<file path="src/rtl/uart_bus_bridge_pkg.sv">
// Shared types and byte constants for the UART-to-bus bridge.
//   state_t      : packet parser / transfer FSM states
//   CMD_* / RSP_*: protocol bytes seen on the byte stream
package uart_bus_bridge_pkg;

  typedef enum logic [2:0] {
    ST_IDLE,
    ST_ADDR,
    ST_DATA,
    ST_BUS,
    ST_RESP
  } state_t;

  localparam logic [7:0] CMD_WR  = 8'h57;  // 'W'
  localparam logic [7:0] CMD_RD  = 8'h52;  // 'R'
  localparam logic [7:0] RSP_ACK = 8'h4B;  // 'K'
  localparam logic [7:0] RSP_ERR = 8'h3F;  // '?'
  localparam logic [7:0] RSP_TMO = 8'h54;  // 'T'

endpackage

</file>
<file path="src/rtl/uart_bus_bridge_if.sv">
// Simple single-transfer SoC bus.
//   master drives : en, rnw, address, data_m2s
//   slave drives  : data_s2m, rdy
// A transfer completes in the cycle en && rdy.
interface bus_if #(
  parameter int ADDR_WIDTH = 32,
  parameter int DATA_WIDTH = 32
);
  logic                  en;
  logic                  rnw;
  logic [ADDR_WIDTH-1:0] address;
  logic [DATA_WIDTH-1:0] data_m2s;
  logic [DATA_WIDTH-1:0] data_s2m;
  logic                  rdy;

  modport master (output en, rnw, address, data_m2s, input data_s2m, rdy);
  modport slave  (input en, rnw, address, data_m2s, output data_s2m, rdy);
endinterface

</file>
<file path="src/rtl/uart_bus_bridge_shreg.sv">
// Width-parameterised byte shift register.
//   clk, rst    : clock, synchronous active-high reset (clears to 0)
//   i_load      : parallel load of i_load_val (priority over shift)
//   i_shift     : shift left one byte, i_byte enters at the LSB end
//   o_q         : register contents; MSB byte is the next byte out
module uart_bus_bridge_shreg #(
  parameter int W = 32
) (
  input  logic         clk,
  input  logic         rst,
  input  logic         i_load,
  input  logic [W-1:0] i_load_val,
  input  logic         i_shift,
  input  logic [7:0]   i_byte,
  output logic [W-1:0] o_q
);

  logic [W-1:0] r_q;

  always_ff @(posedge clk) begin
    if (rst)          r_q <= '0;
    else if (i_load)  r_q <= i_load_val;
    else if (i_shift) r_q <= (r_q << 8) | W'(i_byte);
  end

  assign o_q = r_q;

endmodule

</file>
<file path="src/rtl/uart_bus_bridge.sv">
// Byte-stream driven bus initiator (host debug/load path onto the SoC bus).
// Packet: cmd, NA address bytes MSB first, (write) ND data bytes MSB first.
// Responses: write 'K', read ND data bytes MSB first, unknown cmd '?',
// bus timeout 'T' (only when UART_BUS_BRIDGE_TIMEOUT_EN is defined).
//   clk, rst            : clock, synchronous active-high reset
//   i_rx_data/valid, o_rx_ready : command byte source handshake
//   o_tx_data/valid, i_tx_ready : response byte sink handshake
//   bus                 : bus_if master port
// Optional feature macro: UART_BUS_BRIDGE_TIMEOUT_EN (bus wait limit).
module uart_bus_bridge
  import uart_bus_bridge_pkg::*;
#(
  parameter int ADDR_WIDTH     = 32,
  parameter int DATA_WIDTH     = 32,
  parameter int TIMEOUT_CYCLES = 1024
) (
  input  logic       clk,
  input  logic       rst,
  input  logic [7:0] i_rx_data,
  input  logic       i_rx_valid,
  output logic       o_rx_ready,
  output logic [7:0] o_tx_data,
  output logic       o_tx_valid,
  input  logic       i_tx_ready,
  bus_if.master      bus
);

  localparam int NA      = ADDR_WIDTH / 8;
  localparam int ND      = DATA_WIDTH / 8;
  localparam int LEN_MAX = (NA > ND) ? NA : ND;
`ifdef UART_BUS_BRIDGE_TIMEOUT_EN
  localparam int CNT_MAX = (LEN_MAX > TIMEOUT_CYCLES) ? LEN_MAX : TIMEOUT_CYCLES;
`else
  localparam int CNT_MAX = LEN_MAX;
`endif
  localparam int CNT_W   = $clog2(CNT_MAX) + 1;

  state_t                r_state, w_state_nxt;
  logic [CNT_W-1:0]      r_cnt;
  logic                  r_rx_ready, r_tx_valid, r_en, r_rnw, r_resp_multi;
  logic                  w_rx_fire, w_tx_fire, w_cnt_inc;
  logic                  w_addr_shift, w_wdata_shift, w_resp_shift;
  logic                  w_resp_load, w_resp_multi;
  logic [DATA_WIDTH-1:0] w_resp_val, w_resp_q, w_wdata;
  logic [ADDR_WIDTH-1:0] w_addr;

  assign w_rx_fire = i_rx_valid && r_rx_ready;
  assign w_tx_fire = r_tx_valid && i_tx_ready;

  always_comb begin
    w_state_nxt   = r_state;
    w_cnt_inc     = 1'b0;
    w_addr_shift  = 1'b0;
    w_wdata_shift = 1'b0;
    w_resp_shift  = 1'b0;
    w_resp_load   = 1'b0;
    w_resp_multi  = 1'b0;
    w_resp_val    = '0;
    case (r_state)
      ST_IDLE: if (w_rx_fire) begin
        if (i_rx_data == CMD_WR || i_rx_data == CMD_RD) begin
          w_state_nxt = ST_ADDR;
        end else begin
          w_resp_load = 1'b1;
          w_resp_val  = DATA_WIDTH'(RSP_ERR) << (DATA_WIDTH - 8);
          w_state_nxt = ST_RESP;
        end
      end
      ST_ADDR: if (w_rx_fire) begin
        w_addr_shift = 1'b1;
        w_cnt_inc    = 1'b1;
        if (r_cnt == CNT_W'(NA - 1)) w_state_nxt = r_rnw ? ST_BUS : ST_DATA;
      end
      ST_DATA: if (w_rx_fire) begin
        w_wdata_shift = 1'b1;
        w_cnt_inc     = 1'b1;
        if (r_cnt == CNT_W'(ND - 1)) w_state_nxt = ST_BUS;
      end
      ST_BUS: begin
        // en is high exactly while in BUS, so rdy here means en && rdy
        if (bus.rdy) begin
          w_resp_load  = 1'b1;
          w_resp_multi = r_rnw;
          w_resp_val   = r_rnw ? bus.data_s2m : (DATA_WIDTH'(RSP_ACK) << (DATA_WIDTH - 8));
          w_state_nxt  = ST_RESP;
        end
`ifdef UART_BUS_BRIDGE_TIMEOUT_EN
        else begin
          w_cnt_inc = 1'b1;
          if (r_cnt == CNT_W'(TIMEOUT_CYCLES - 1)) begin
            w_resp_load = 1'b1;
            w_resp_val  = DATA_WIDTH'(RSP_TMO) << (DATA_WIDTH - 8);
            w_state_nxt = ST_RESP;
          end
        end
`endif
      end
      ST_RESP: if (w_tx_fire) begin
        w_resp_shift = 1'b1;
        w_cnt_inc    = 1'b1;
        if (!r_resp_multi || r_cnt == CNT_W'(ND - 1)) w_state_nxt = ST_IDLE;
      end
      default: w_state_nxt = ST_IDLE;
    endcase
  end

  // Handshake outputs are registered from the next state, so rx_ready is
  // never high outside IDLE/ADDR/DATA and en/tx_valid follow their states.
  always_ff @(posedge clk) begin
    if (rst) begin
      r_state      <= ST_IDLE;
      r_cnt        <= '0;
      r_rx_ready   <= 1'b0;
      r_tx_valid   <= 1'b0;
      r_en         <= 1'b0;
      r_rnw        <= 1'b1;
      r_resp_multi <= 1'b0;
    end else begin
      r_state    <= w_state_nxt;
      r_rx_ready <= (w_state_nxt == ST_IDLE) || (w_state_nxt == ST_ADDR) ||
                    (w_state_nxt == ST_DATA);
      r_en       <= (w_state_nxt == ST_BUS);
      r_tx_valid <= (w_state_nxt == ST_RESP);
      if (w_state_nxt != r_state) r_cnt <= '0;
      else if (w_cnt_inc)         r_cnt <= r_cnt + 1'b1;
      if (r_state == ST_IDLE && w_rx_fire &&
          (i_rx_data == CMD_WR || i_rx_data == CMD_RD))
        r_rnw <= (i_rx_data == CMD_RD);
      if (w_resp_load) r_resp_multi <= w_resp_multi;
    end
  end

  uart_bus_bridge_shreg #(.W(ADDR_WIDTH)) u_addr (
    .clk(clk), .rst(rst), .i_load(1'b0), .i_load_val('0),
    .i_shift(w_addr_shift), .i_byte(i_rx_data), .o_q(w_addr)
  );

  uart_bus_bridge_shreg #(.W(DATA_WIDTH)) u_wdata (
    .clk(clk), .rst(rst), .i_load(1'b0), .i_load_val('0),
    .i_shift(w_wdata_shift), .i_byte(i_rx_data), .o_q(w_wdata)
  );

  // Response serialiser: MSB byte is always the byte on o_tx_data
  uart_bus_bridge_shreg #(.W(DATA_WIDTH)) u_resp (
    .clk(clk), .rst(rst), .i_load(w_resp_load), .i_load_val(w_resp_val),
    .i_shift(w_resp_shift), .i_byte(8'h00), .o_q(w_resp_q)
  );

  assign o_rx_ready   = r_rx_ready;
  assign o_tx_valid   = r_tx_valid;
  assign o_tx_data    = w_resp_q[DATA_WIDTH-1 -: 8];
  assign bus.en       = r_en;
  assign bus.rnw      = r_rnw;
  assign bus.address  = w_addr;
  assign bus.data_m2s = w_wdata;

endmodule

</file>
<file path="src/flat_wrapper.sv">
// flat-port wrapper written by rule: the top's interface ports become plain ports
module uart_bus_bridge_flat import uart_bus_bridge_pkg::*;
#(
  parameter int ADDR_WIDTH     = 32,
  parameter int DATA_WIDTH     = 32,
  parameter int TIMEOUT_CYCLES = 1024
)
  (clk, rst, i_rx_data, i_rx_valid, o_rx_ready, o_tx_data, o_tx_valid, i_tx_ready, bus_en, bus_rnw, bus_address, bus_data_m2s, bus_data_s2m, bus_rdy);
  bus_if #(.ADDR_WIDTH(ADDR_WIDTH), .DATA_WIDTH(DATA_WIDTH)) bus_i ();
  input  logic clk;
  input  logic rst;
  input  logic [7:0] i_rx_data;
  input  logic i_rx_valid;
  output logic o_rx_ready;
  output logic [7:0] o_tx_data;
  output logic o_tx_valid;
  input  logic i_tx_ready;
  output wire logic [$bits(bus_i.en)-1:0] bus_en;
  output wire logic [$bits(bus_i.rnw)-1:0] bus_rnw;
  output wire logic [$bits(bus_i.address)-1:0] bus_address;
  output wire logic [$bits(bus_i.data_m2s)-1:0] bus_data_m2s;
  input wire logic [$bits(bus_i.data_s2m)-1:0] bus_data_s2m;
  input wire logic [$bits(bus_i.rdy)-1:0] bus_rdy;
  assign bus_en = bus_i.en;
  assign bus_rnw = bus_i.rnw;
  assign bus_address = bus_i.address;
  assign bus_data_m2s = bus_i.data_m2s;
  assign bus_i.data_s2m = bus_data_s2m;
  assign bus_i.rdy = bus_rdy;
  uart_bus_bridge #(.ADDR_WIDTH(ADDR_WIDTH), .DATA_WIDTH(DATA_WIDTH), .TIMEOUT_CYCLES(TIMEOUT_CYCLES)) u_core (.clk(clk), .rst(rst), .i_rx_data(i_rx_data), .i_rx_valid(i_rx_valid), .o_rx_ready(o_rx_ready), .o_tx_data(o_tx_data), .o_tx_valid(o_tx_valid), .i_tx_ready(i_tx_ready), .bus(bus_i));
endmodule
</file>
<file path="config.mk">
export PLATFORM = sky130hd
export DESIGN_NAME = uart_bus_bridge_flat
export DESIGN_NICKNAME = d
export VERILOG_FILES = /design/src/rtl/uart_bus_bridge_pkg.sv /design/src/rtl/uart_bus_bridge_if.sv /design/src/rtl/uart_bus_bridge_shreg.sv /design/src/rtl/uart_bus_bridge.sv /design/src/flat_wrapper.sv
export SDC_FILE = /design/constraint.sdc
export NUM_CORES = 1
export LEC_CHECK = 0
export BUFFER_PORTS_ARGS = -buffer_cell sky130_fd_sc_hd__buf_2
export CAP_MARGIN = 5
export CORE_MARGIN = 8
export CORE_UTILIZATION = 50
export CTS_CLUSTER_DIAMETER = 80
export DETAILED_ROUTE_END_ITERATION = 8
export HOLD_SLACK_MARGIN = 0.12
export PLACE_DENSITY = 0.74
export SLEW_MARGIN = 30
export SYNTH_ARGS = -nofsm -noshare
export SYNTH_HDL_FRONTEND = slang
export SYNTH_SLANG_ARGS = --single-unit
</file>
<file path="constraint.sdc">
create_clock -name clk -period 2 [get_ports clk]
set_input_delay 0.4 -clock clk [delete_from_list [all_inputs] [get_ports clk]]
set_output_delay 0.4 -clock clk [all_outputs]
set_load 0.05 [all_outputs]
</file>
==> flow_metrics.env <==
export IMPL_run_status="complete, no violations"
export IMPL_fin_cells=731
export IMPL_place_gp_congestion=0.869
export IMPL_cts_repair_resize_count=0
export IMPL_finalWorstPathRequiredPeriod_ns=1.91
export IMPL_multi_input_area_mm2=0.00186
export IMPL_synthesis_nets=567
export IMPL_first_global_vias=3499
export IMPL_whs_path_depth=3
export IMPL_finalNetCount=669
export IMPL_postRouteWirelength_um=10800
export IMPL_synth_seq_cells=107
export IMPL_route_detailed_wl_per_inst_um=14.7
export IMPL_yosysTopAreaCellShare=0.502
export IMPL_drive_above_1_share=0.275
export IMPL_critical_path_startpoint_type="flop"
export IMPL_final_setup_viol_count=0
export IMPL_antenna_found_initial=0
export IMPL_rr_worst_depth=6
export IMPL_cts_hold_fix_buffers=0
export IMPL_cp_max_fo=21
export IMPL_reg2reg_from="u_core.r_state[0]"
export IMPL_avgViaCountPerCell=5.22
export IMPL_globalRouteOverflowTotal=0
export IMPL_r2r_end="u_core.u_resp.o_q[17]"
export IMPL_pre_antenna_drt_iters=4
export IMPL_regArea_mm2=0.00214
export IMPL_clkSinkCount=107
export IMPL_worst_setup_path_end_kind="flop"
export IMPL_area_growth_syn_to_layout_pct=20.4
export IMPL_max_freq_ghz=0.524
export IMPL_drt_initial_drc_count=255
export IMPL_netlist_top_cells_area="dfxtp_1 (50%), nand2_1 (12%), a21oi_1 (10%)"
export IMPL_cts_tree="done"
export IMPL_setup_tns_ns=0
export IMPL_ys_types=43
export IMPL_cp_endpoint="u_core.u_resp.o_q[17]"
export IMPL_netlist_area_mm2=0.00426
export IMPL_finalHoldViolations=0
export IMPL_required_ns=2.27
export IMPL_seq_area_frac_synth=0.502
export IMPL_clock_latency_on_the_worst_skew_pair_ns=0.37
export IMPL_clock_tree_buffer_depth=2
export IMPL_synth_async_sr_flop_share=0
export IMPL_rsz_0062_raised_after_global_routing="no"
export IMPL_final_setup_worst_slack_ns=0.0924
export IMPL_std_cell_rows=33
export IMPL_fin_crit_sh=0.954
export IMPL_timing_setup_critical_path_class="flop to flop"
export IMPL_vias=3817
export IMPL_worst_ep_arrival_time_ns=2.18
export IMPL_port_buffers=120
export IMPL_fp_dieW_um=108
export IMPL_reg2reg_slack_ns=0.09
export IMPL_min_delay_path_class="primary input to flop"
export IMPL_yosys_warn_count=0
export IMPL_diodes=0
export IMPL_ant_nets=0
export IMPL_post_synth_top_area_cell="dfxtp_1"
export IMPL_placedCellCount=716
export IMPL_die_area_mm2=0.0117
export IMPL_grtUsageTotal=0.180
export IMPL_peakVddDrop_mv=0.349
export IMPL_core_area_mm2=0.00826
export IMPL_place_worst_setup_slack_ns=0.101
export IMPL_fillers=771
export IMPL_max_cap_violations=0
export IMPL_total_leakage_power_nw=2.16
export IMPL_synth_ff_type="dfxtp_1"
export IMPL_synth_edff_count=0
export IMPL_clock_tree_root_cell="clkbuf_8"
export IMPL_critical_path_startpoint="u_core.r_state[0]"
export IMPL_fp_dieH_um=108
export IMPL_dp_hpwl_um=7830
export IMPL_grt_first_pass_wirelength_um=17100
export IMPL_worst_pin_slew_ns=0.552
export IMPL_count_of_final_max_slew_check_failures=0
export IMPL_initial_core_util=0.516
export IMPL_cts_made_buffers=9
export IMPL_power_per_cell_area_mw_per_mm2=759
export IMPL_num_io_pins=121
export IMPL_postCtsSetupBuffers=0
export IMPL_clk_transition_reported_paths_ns=0.10
export IMPL_syn_inst_count=520
export IMPL_grt_start_max_net_pins=52
export IMPL_maxSlewHeadroom=0.632
export IMPL_h_tree_depth=3
export IMPL_avgSynthCellArea_um2=8.20
export IMPL_finalClockSkew_ns=0.0190
export IMPL_drc=0
[stage by stage]
stage / power [mW] / cell area, um^2 / hold slack (ns) / util
finish: 3.90 / 5130 / 0.260 / 0.621
global route: 4.06 / 5130 / 0.251 / 0.621
CTS: 3.94 / 5130 / 0.247 / 0.621
detailed placement: 2.62 / 4930 / 0.443 / 0.597
global placement: 2.61 / 4930 / 0.438 / 0.597
floorplan: 2.51 / 4260 / 0.458 / -
[layout by cell type, fill, tap and decap left out, types with 2 or more instances in the layout]
cell / synthesis / layout
nand2_1: 136 / 136
buf_2: 6 / 119
dfxtp_1: 107 / 107
a21oi_1: 88 / 88
nor2_1: 54 / 53
nor4_2: 16 / 16
buf_4: 9 / 14
a32oi_1: 9 / 9
clkbuf_8: 0 / 9
inv_1: 6 / 6
o21ai_0: 5 / 5
nor3_1: 5 / 5
a211oi_1: 5 / 5
o22ai_1: 4 / 4
mux2i_1: 4 / 4
buf_12: 0 / 4
nand2b_1: 3 / 3
nor2_2: 1 / 2
nor2b_1: 2 / 2
o221ai_1: 2 / 2
a21o_1: 2 / 2
a31oi_1: 2 / 2
nand3_1: 2 / 2
ha_1: 2 / 2
clkinvlp_4: 0 / 2
[final cells by class]
cell class | instances | area share
Clock buffer | 9 | 0.0241
Clock inverter | 6 | 0.0144
Inverter | 6 | 0.00439
Multi-Input combinational cell | 361 | 0.362
Sequential cell | 107 | 0.417
Tap cell | 105 | 0.0256
Timing Repair Buffer | 137 | 0.152
[state kept, by name, summed over array words and instances (netlist names)]
signal	count
u_core.r_cnt	3
u_core.bus.rnw	1
u_core.u_resp.o_q	32
u_core.r_resp_multi	1
u_core.u_addr.o_q	32
u_core.o_rx_ready	1
u_core.u_wdata.o_q	32
u_core.o_tx_valid	1
u_core.r_state	3
u_core.bus.en	1
[critical path: stages (launching register included)]
cell	delay [ns]
dfxtp_1	0.40
or3b_1	0.41
or2_1	0.39
o211ai_2	0.16
buf_12	0.18
nor2_1	0.06
nor4_2	0.22
[cells by family (layout without fill, tap and decap cells)]
logic type / count (synthesis) / in the layout / share of synthesized area
buffers and inverters: 52 / 158 / 0.0625
adder cells (fa/ha/maj): 2 / 2 / 0.00587
XOR/XNOR: 2 / 2 / 0.00411
flip-flops: 107 / 107 / 0.502
AO/OA/AOI/OAI: 123 / 123 / 0.165
multiplexers: 4 / 4 / 0.00939
AND/OR/NAND/NOR: 230 / 230 / 0.251
[routing by layer]
metal | wire, um | part of all wire | GRT usage | up-vias
met5 | 0 | 0 | 0 | -
met4 | 165 | 0.015 | 0.0616 | 0
met3 | 738 | 0.068 | 0.0506 | 13
met2 | 5180 | 0.48 | 0.279 | 103
met1 | 4690 | 0.44 | 0.235 | 1759
li1 | - | - | - | 1942
[report_power, final]
part           switching, mW  total [mW]  internal, mW
sequential            0.0299        2.21          2.18
clock                  0.735        1.32         0.587
combinational          0.232       0.367         0.135
[how the worst min path moves through the flow]
stage	startpoint	to
6_report	bus_data_s2m[2]	u_core.u_resp.o_q[2]
5_1_grt	bus_data_s2m[2]	u_core.u_resp.o_q[2]
4_1_cts	bus_data_s2m[6]	u_core.u_resp.o_q[6]
3_5_place_dp	u_core.u_addr.o_q[25]	u_core.u_addr.o_q[25]
3_3_place_gp	u_core.u_addr.o_q[28]	u_core.u_addr.o_q[28]
2_1_floorplan	u_core.r_resp_multi	u_core.r_resp_multi
[Yosys cell counts (2+ instances only)]
cell / n
buf_4: 9
dfxtp_1: 107
buf_6: 4
nor3_1: 5
a32oi_1: 9
o221ai_1: 2
a21oi_1: 88
o22ai_1: 4
a31oi_1: 2
a211oi_1: 5
ha_1: 2
buf_2: 6
nor2_1: 54
clkbuf_1: 27
mux2i_1: 4
nand2_1: 136
nand2b_1: 3
inv_1: 6
nor4_2: 16
o21ai_0: 5
a21o_1: 2
nand3_1: 2
nor2b_1: 2
Note: power is estimated with default switching activity, not from simulation.
